==> config.mk <==
export PLATFORM = sky130hd
export DESIGN_NAME = seq_det_channel_scheduler
export DESIGN_NICKNAME = d
export VERILOG_FILES = /design/src/rtl/seq_det_pkg.sv /design/src/rtl/rr_arbiter.sv /design/src/rtl/seq_det_channel_scheduler.sv
export SDC_FILE = /design/constraint.sdc
export NUM_CORES = 1
export LEC_CHECK = 0
export ABC_AREA = 1
export CAP_MARGIN = 20
export CORE_MARGIN = 2
export CORE_UTILIZATION = 60
export DETAILED_ROUTE_END_ITERATION = 6
export DONT_BUFFER_PORTS = 1
export GPL_TIMING_DRIVEN = 0
export HOLD_SLACK_MARGIN = 0.02
export PLACE_DENSITY = 0.81
export SYNTH_ARGS = -nofsm -noshare
export SYNTH_HDL_FRONTEND = slang
export SYNTH_HIERARCHICAL = 1
export SYNTH_SLANG_ARGS = --single-unit
==> constraint.sdc <==
create_clock -name clk -period 3.3 [get_ports clk]
set_input_delay 0.66 -clock clk [delete_from_list [all_inputs] [get_ports clk]]
set_output_delay 0.66 -clock clk [all_outputs]
set_load 0.005 [all_outputs]
==> src/rtl/seq_det_pkg.sv <==
// rtl/seq_det_pkg.sv - detector state type and "010" transition function
package seq_det_pkg;

    typedef enum logic [1:0] {
        IDLE = 2'b00,
        S0   = 2'b01,
        S01  = 2'b10
    } state_t;

    typedef struct packed {
        state_t next;
        logic   detect;
    } det_res_t;

    // Overlapping detector: the trailing 0 of a match is the leading 0 of the next.
    function automatic det_res_t det_next(input state_t state, input logic bit_in);
        det_res_t r;
        r.next   = IDLE;
        r.detect = 1'b0;
        case (state)
            IDLE: r.next = bit_in ? IDLE : S0;
            S0:   r.next = bit_in ? S01 : S0;
            S01: begin
                r.next   = bit_in ? IDLE : S0;
                r.detect = ~bit_in;
            end
            default: r.next = IDLE;
        endcase
        return r;
    endfunction

endpackage

==> src/rtl/rr_arbiter.sv <==
// rtl/rr_arbiter.sv - round-robin arbiter owning its rotating priority pointer
module rr_arbiter #(
    parameter int N = 4
) (
    input  logic                 clk,
    input  logic                 rst_n,
    input  logic [N-1:0]         req,
    output logic [N-1:0]         gnt,
    output logic [$clog2(N)-1:0] gnt_idx,
    output logic                 gnt_any
);

    localparam int IDX_W = $clog2(N);

    logic [IDX_W-1:0] ptr;
    logic [IDX_W:0]   sum;
    logic [IDX_W-1:0] idx;

    // Scan from the pointer upward, wrapping at N; first requester wins.
    always_comb begin
        gnt     = '0;
        gnt_idx = '0;
        gnt_any = 1'b0;
        sum     = '0;
        idx     = '0;
        for (int k = 0; k < N; k++) begin
            sum = {1'b0, ptr} + (IDX_W+1)'(k);
            if (sum >= (IDX_W+1)'(N)) begin
                sum = sum - (IDX_W+1)'(N);
            end
            idx = sum[IDX_W-1:0];
            if (!gnt_any && req[idx]) begin
                gnt[idx] = 1'b1;
                gnt_idx  = idx;
                gnt_any  = 1'b1;
            end
        end
    end

    always_ff @(posedge clk or negedge rst_n) begin
        if (!rst_n) begin
            ptr <= '0;
        end else if (gnt_any) begin
            ptr <= (gnt_idx == IDX_W'(N-1)) ? '0 : gnt_idx + IDX_W'(1);
        end
    end

endmodule

==> src/rtl/seq_det_channel_scheduler.sv <==
// rtl/seq_det_channel_scheduler.sv - shared "010" detector step scheduled across serial channels
module seq_det_channel_scheduler
    import seq_det_pkg::*;
#(
    parameter int NUM_CH = 4,
    parameter int CNT_W  = 8
) (
    input  logic                      clk,
    input  logic                      rst_n,
    input  logic                      enable,
    input  logic [NUM_CH-1:0]         ch_valid,
    input  logic [NUM_CH-1:0]         ch_bit,
    output logic [NUM_CH-1:0]         ch_ready,
    input  logic [NUM_CH-1:0]         clr_ch,
    output logic                      det_valid,
    output logic [$clog2(NUM_CH)-1:0] det_ch,
    output logic [NUM_CH*CNT_W-1:0]   det_count
);

    localparam int CH_W = $clog2(NUM_CH);
    localparam logic [CNT_W-1:0] CNT_MAX = '1;

    state_t           st  [NUM_CH];
    logic [CNT_W-1:0] cnt [NUM_CH];

    logic [NUM_CH-1:0] eligible;
    logic [NUM_CH-1:0] gnt;
    logic [CH_W-1:0]   gnt_idx;
    logic              gnt_any;
    det_res_t          res;

    // Gating with rst_n keeps ch_ready low throughout reset; a clear blocks that channel's grant.
    always_comb begin
        eligible = '0;
        if (enable && rst_n) begin
            eligible = ch_valid & ~clr_ch;
        end
    end

    rr_arbiter #(
        .N(NUM_CH)
    ) u_arb (
        .clk     (clk),
        .rst_n   (rst_n),
        .req     (eligible),
        .gnt     (gnt),
        .gnt_idx (gnt_idx),
        .gnt_any (gnt_any)
    );

    assign ch_ready = gnt;

    always_comb begin
        res = det_next(st[gnt_idx], ch_bit[gnt_idx]);
    end

    always_ff @(posedge clk or negedge rst_n) begin
        if (!rst_n) begin
            for (int i = 0; i < NUM_CH; i++) begin
                st[i]  <= IDLE;
                cnt[i] <= '0;
            end
        end else begin
            for (int i = 0; i < NUM_CH; i++) begin
                if (clr_ch[i]) begin
                    st[i]  <= IDLE;
                    cnt[i] <= '0;
                end else if (gnt[i]) begin
                    st[i] <= res.next;
                    if (res.detect && (cnt[i] != CNT_MAX)) begin
                        cnt[i] <= cnt[i] + CNT_W'(1);
                    end
                end
            end
        end
    end

    always_ff @(posedge clk or negedge rst_n) begin
        if (!rst_n) begin
            det_valid <= 1'b0;
            det_ch    <= '0;
        end else begin
            det_valid <= gnt_any & res.detect;
            if (gnt_any && res.detect) begin
                det_ch <= gnt_idx;
            end
        end
    end

    for (genvar i = 0; i < NUM_CH; i++) begin : g_cnt
        assign det_count[i*CNT_W +: CNT_W] = cnt[i];
    end

endmodule

==> flow_metrics.py <==
metrics = {
    "placement": {
        "gp_congestion": 0.8858,
        "place_ws_ps": -172.3,
        "numPortBuffers": 0,
        "hpwl_mm": 5.845,
        "dpl.cell_count": 564,
    },
    "timing": {
        "post-route-min-period_ps": 3130,
        "worst_slack_ps": 170.2,
        "clock_skew_ps": 12.38,
        "maxClockFrequency_mhz": 319.5,
        "setup_viol": 0,
        "slew_violations": 0,
        "grt_setup_unrepaired": "false",
        "timing.final.crit_share_pct": 94.84,
        "max_slew_margin_pct": 65.58,
        "hold_violations": 0,
        "tightestPinTransition_ps": 512.9,
    },
    "clock_network": {
        "clkSinkCount": 45,
        "h-tree-depth": 2,
        "clk_pin_slew_ps": 90,
        "cts_tree": "done",
        "root_buffer": "clkbuf_8",
        "clockBufferDepth": 2,
        "clock_latency_ps": 300,
        "numCtsBuffers": 5,
    },
    "setup_path": {
        "crit_end": "ch_ready[1]",
        "arrival_ps": 2470,
        "path_delay_family": "simple AND/OR/NAND/NOR gates",
        "path_class": "input port to primary output",
        "crit_buf_inv": 3,
        "critPathMaxStageDelay_ps": 420,
        "regToRegSetupSlack_ps": 270,
        "endpoint_kind": "primary output",
        "crit_top_cell": "nand2_1",
        "worstPathMaxFanout": 10,
        "r2r-start": "u_arb/ptr[1]",
        "reg2reg_to": "det_count[30]",
        "worstPathCellList": "clkinv_1 > clkbuf_4 > nand2_1 > nor2_2 > nand2_1 > nand3_1 > nand2_2 > nand3_4 > a21oi_4 > inv_2 > o21ai_1",
        "cp-startpoint": "clr_ch[0]",
        "critPathLaunchType": "input port",
        "cp_slowest_cell": "o21ai_1",
        "reg2reg_depth": 18,
        "cp.depth": 11,
        "cp.required_ps": 2640,
    },
    "status": {
        "outcome": "complete, no violations",
    },
    "detailed_routing": {
        "ant_nets": 0,
        "drcViolationCount": 0,
        "wire_per_inst_microns": 14.02,
        "wl_mm": 8.034,
        "drt-initial-drc-count": 255,
        "drtPass1Iterations": 4,
        "avgViaCountPerCell": 5.705,
        "vias": 3269,
    },
    "grt": {
        "grt_usage_pct": 26.18,
        "grt_pass1_wl_mm": 13.59,
        "antenna_found_initial": 0,
        "grt_max_degree": 47,
        "first_global_vias": 3095,
        "grt-ovfl-total": 0,
    },
    "synth": {
        "synth_area_leader_cell": "dfrtp_1",
        "synth_cell_types": 34,
        "synth_area_sq_um": 3571,
        "synth_ff_type": "dfrtp_1",
        "ys_async_sr_fraction_pct": 100.0,
        "synth_edf_count": 0,
        "synth_nets": 514,
        "yosysWarnings": 6,
        "synth_area_per_cell_sq_um": 7.303,
        "post-synth-top-count-cell": "nand2_1",
        "synth_top_area_share_pct": 31.53,
        "ys_seq_elements": 45,
        "synthTopCellsByCount": "nand2_1 (138), inv_1 (69), nand3_1 (66)",
        "ys_seq_area_share_pct": 31.53,
        "synth_cells": 489,
        "ys_top_cells_by_area": "dfrtp_1 (32%), nand2_1 (15%), nand3_1 (9.3%), inv_1 (7.3%), nand4_1 (6.7%)",
    },
    "cells_and_area": {
        "seqCellArea_sq_um": 1127,
        "postLayoutCoreUtil_pct": 65.27,
        "num-fill-cells": 494,
        "drive_above_1_share_pct": 14.86,
        "area_growth_pct": 6.938,
        "fin_cells": 573,
        "multi_input_area_sq_um": 2067,
        "antenna_cells": 0,
        "final_nets": 522,
    },
    "floorplanning": {
        "die_w_microns": 81.15,
        "die_h_microns": 81.15,
        "initial_core_util_pct": 61.04,
        "ios": 54,
        "coreArea_sq_um": 5851,
        "std_cell_rows": 28,
        "die_area_sq_um": 6585,
    },
    "worst_hold_path": {
        "worst_hold_path_type": "input port to async pin",
    },
    "pwr": {
        "total_power_uw": 2654,
        "static-leakage-power_uw": 0.002027,
        "power_density_nw_per_um2": 695.0,
        "vdd_drop_max_uv": 496.9,
    },
    "job": {
        "cap_violations": 0,
    },
}
[routing by layer]
metal | wire [microns] | global-route usage, % | vias up
met1 | 3343 | 31.55 | 1545
li1 | - | - | 1622
met4 | 161 | 8.983 | 0
met5 | 0 | 0 | -
met3 | 448 | 5.444 | 14
met2 | 4081 | 46.28 | 88
[metrics by stage]
| step | TNS (ps) | area, sq um | hold slack, ps |
|---|---|---|---|
| finish | 0 | 3819 | 39.44 |
| global route | 0 | 3819 | 23.43 |
| CTS | 0 | 3780 | 33.35 |
| detailed placement | -4898 | 3665 | 365.7 |
| global placement | -1035 | 3665 | 366.0 |
| floorplan | 0 | 3571 | 364.4 |
[worst min-delay path by stage]
| stage | endpoint |
|---|---|
| final | u_arb/ptr[1] |
| after detailed placement | det_valid |
| after floorplan | det_ch[0] |
| after global placement | u_arb/ptr[1] |
| after global routing | st[3] |
| after CTS | det_ch[1] |
[state kept, by name (all words and copies together), names as in the netlist, named ones only]
name       flops
det_ch         2
det_count     32
det_valid      1
st             8
u_arb/ptr      1
[what timing repair did]
action,in CTS,in global routing
hold buffers,0,1
resized for setup,0,10
setup buffers,0,0
setup endpoints to repair,0,40
hold endpoints to repair,0,5
[layout make-up]
class | instances | area share, %
Multi-Input combinational cell | 350 | 54.13
Clock buffer | 5 | 1.802
Tap cell | 75 | 2.457
Buffer | 12 | 1.933
Sequential cell | 45 | 29.52
Inverter | 82 | 8.683
Timing Repair Buffer | 1 | 0.2621
Clock inverter | 3 | 1.212
[kinds of logic after synthesis]
kind of cell	share of synthesized area [%]
simple gates	47.27
xor+xnor	2.943
buf+inv	10.83
compound gates	3.924
fa+ha+maj	3.504
flops	31.53
[report_power, final]
part           internal [uW]  switching (uW)  total (uW)  leakage [uW]
clock network            227             202         429     0.0000543
registers                599            49.9         649      0.000620
logic                    469            1110        1580       0.00135
total                   1300            1360        2650       0.00203
[layout by cell type (no fill, tap or decap), types with 2 or more instances in the layout]
master	instances
o21ai_0	3
nor2_8	5
or2_2	4
nor3_1	5
nand2_4	2
nor2_1	14
nand4_1	38
clkbuf_8	5
nor2_2	3
nand3_1	66
xor2_1	12
a21oi_1	4
nand2_1	138
o21ai_1	9
ha_1	10
clkbuf_1	2
nand2_8	3
o22ai_1	5
inv_1	69
nand4_4	4
buf_2	5
inv_4	2
clkinvlp_4	4
nand3_4	5
dfrtp_1	44
clkbuf_4	3
clkinv_1	3
inv_2	4
nand3_2	4
nand2_2	11
(Power assumes the default switching activity.)
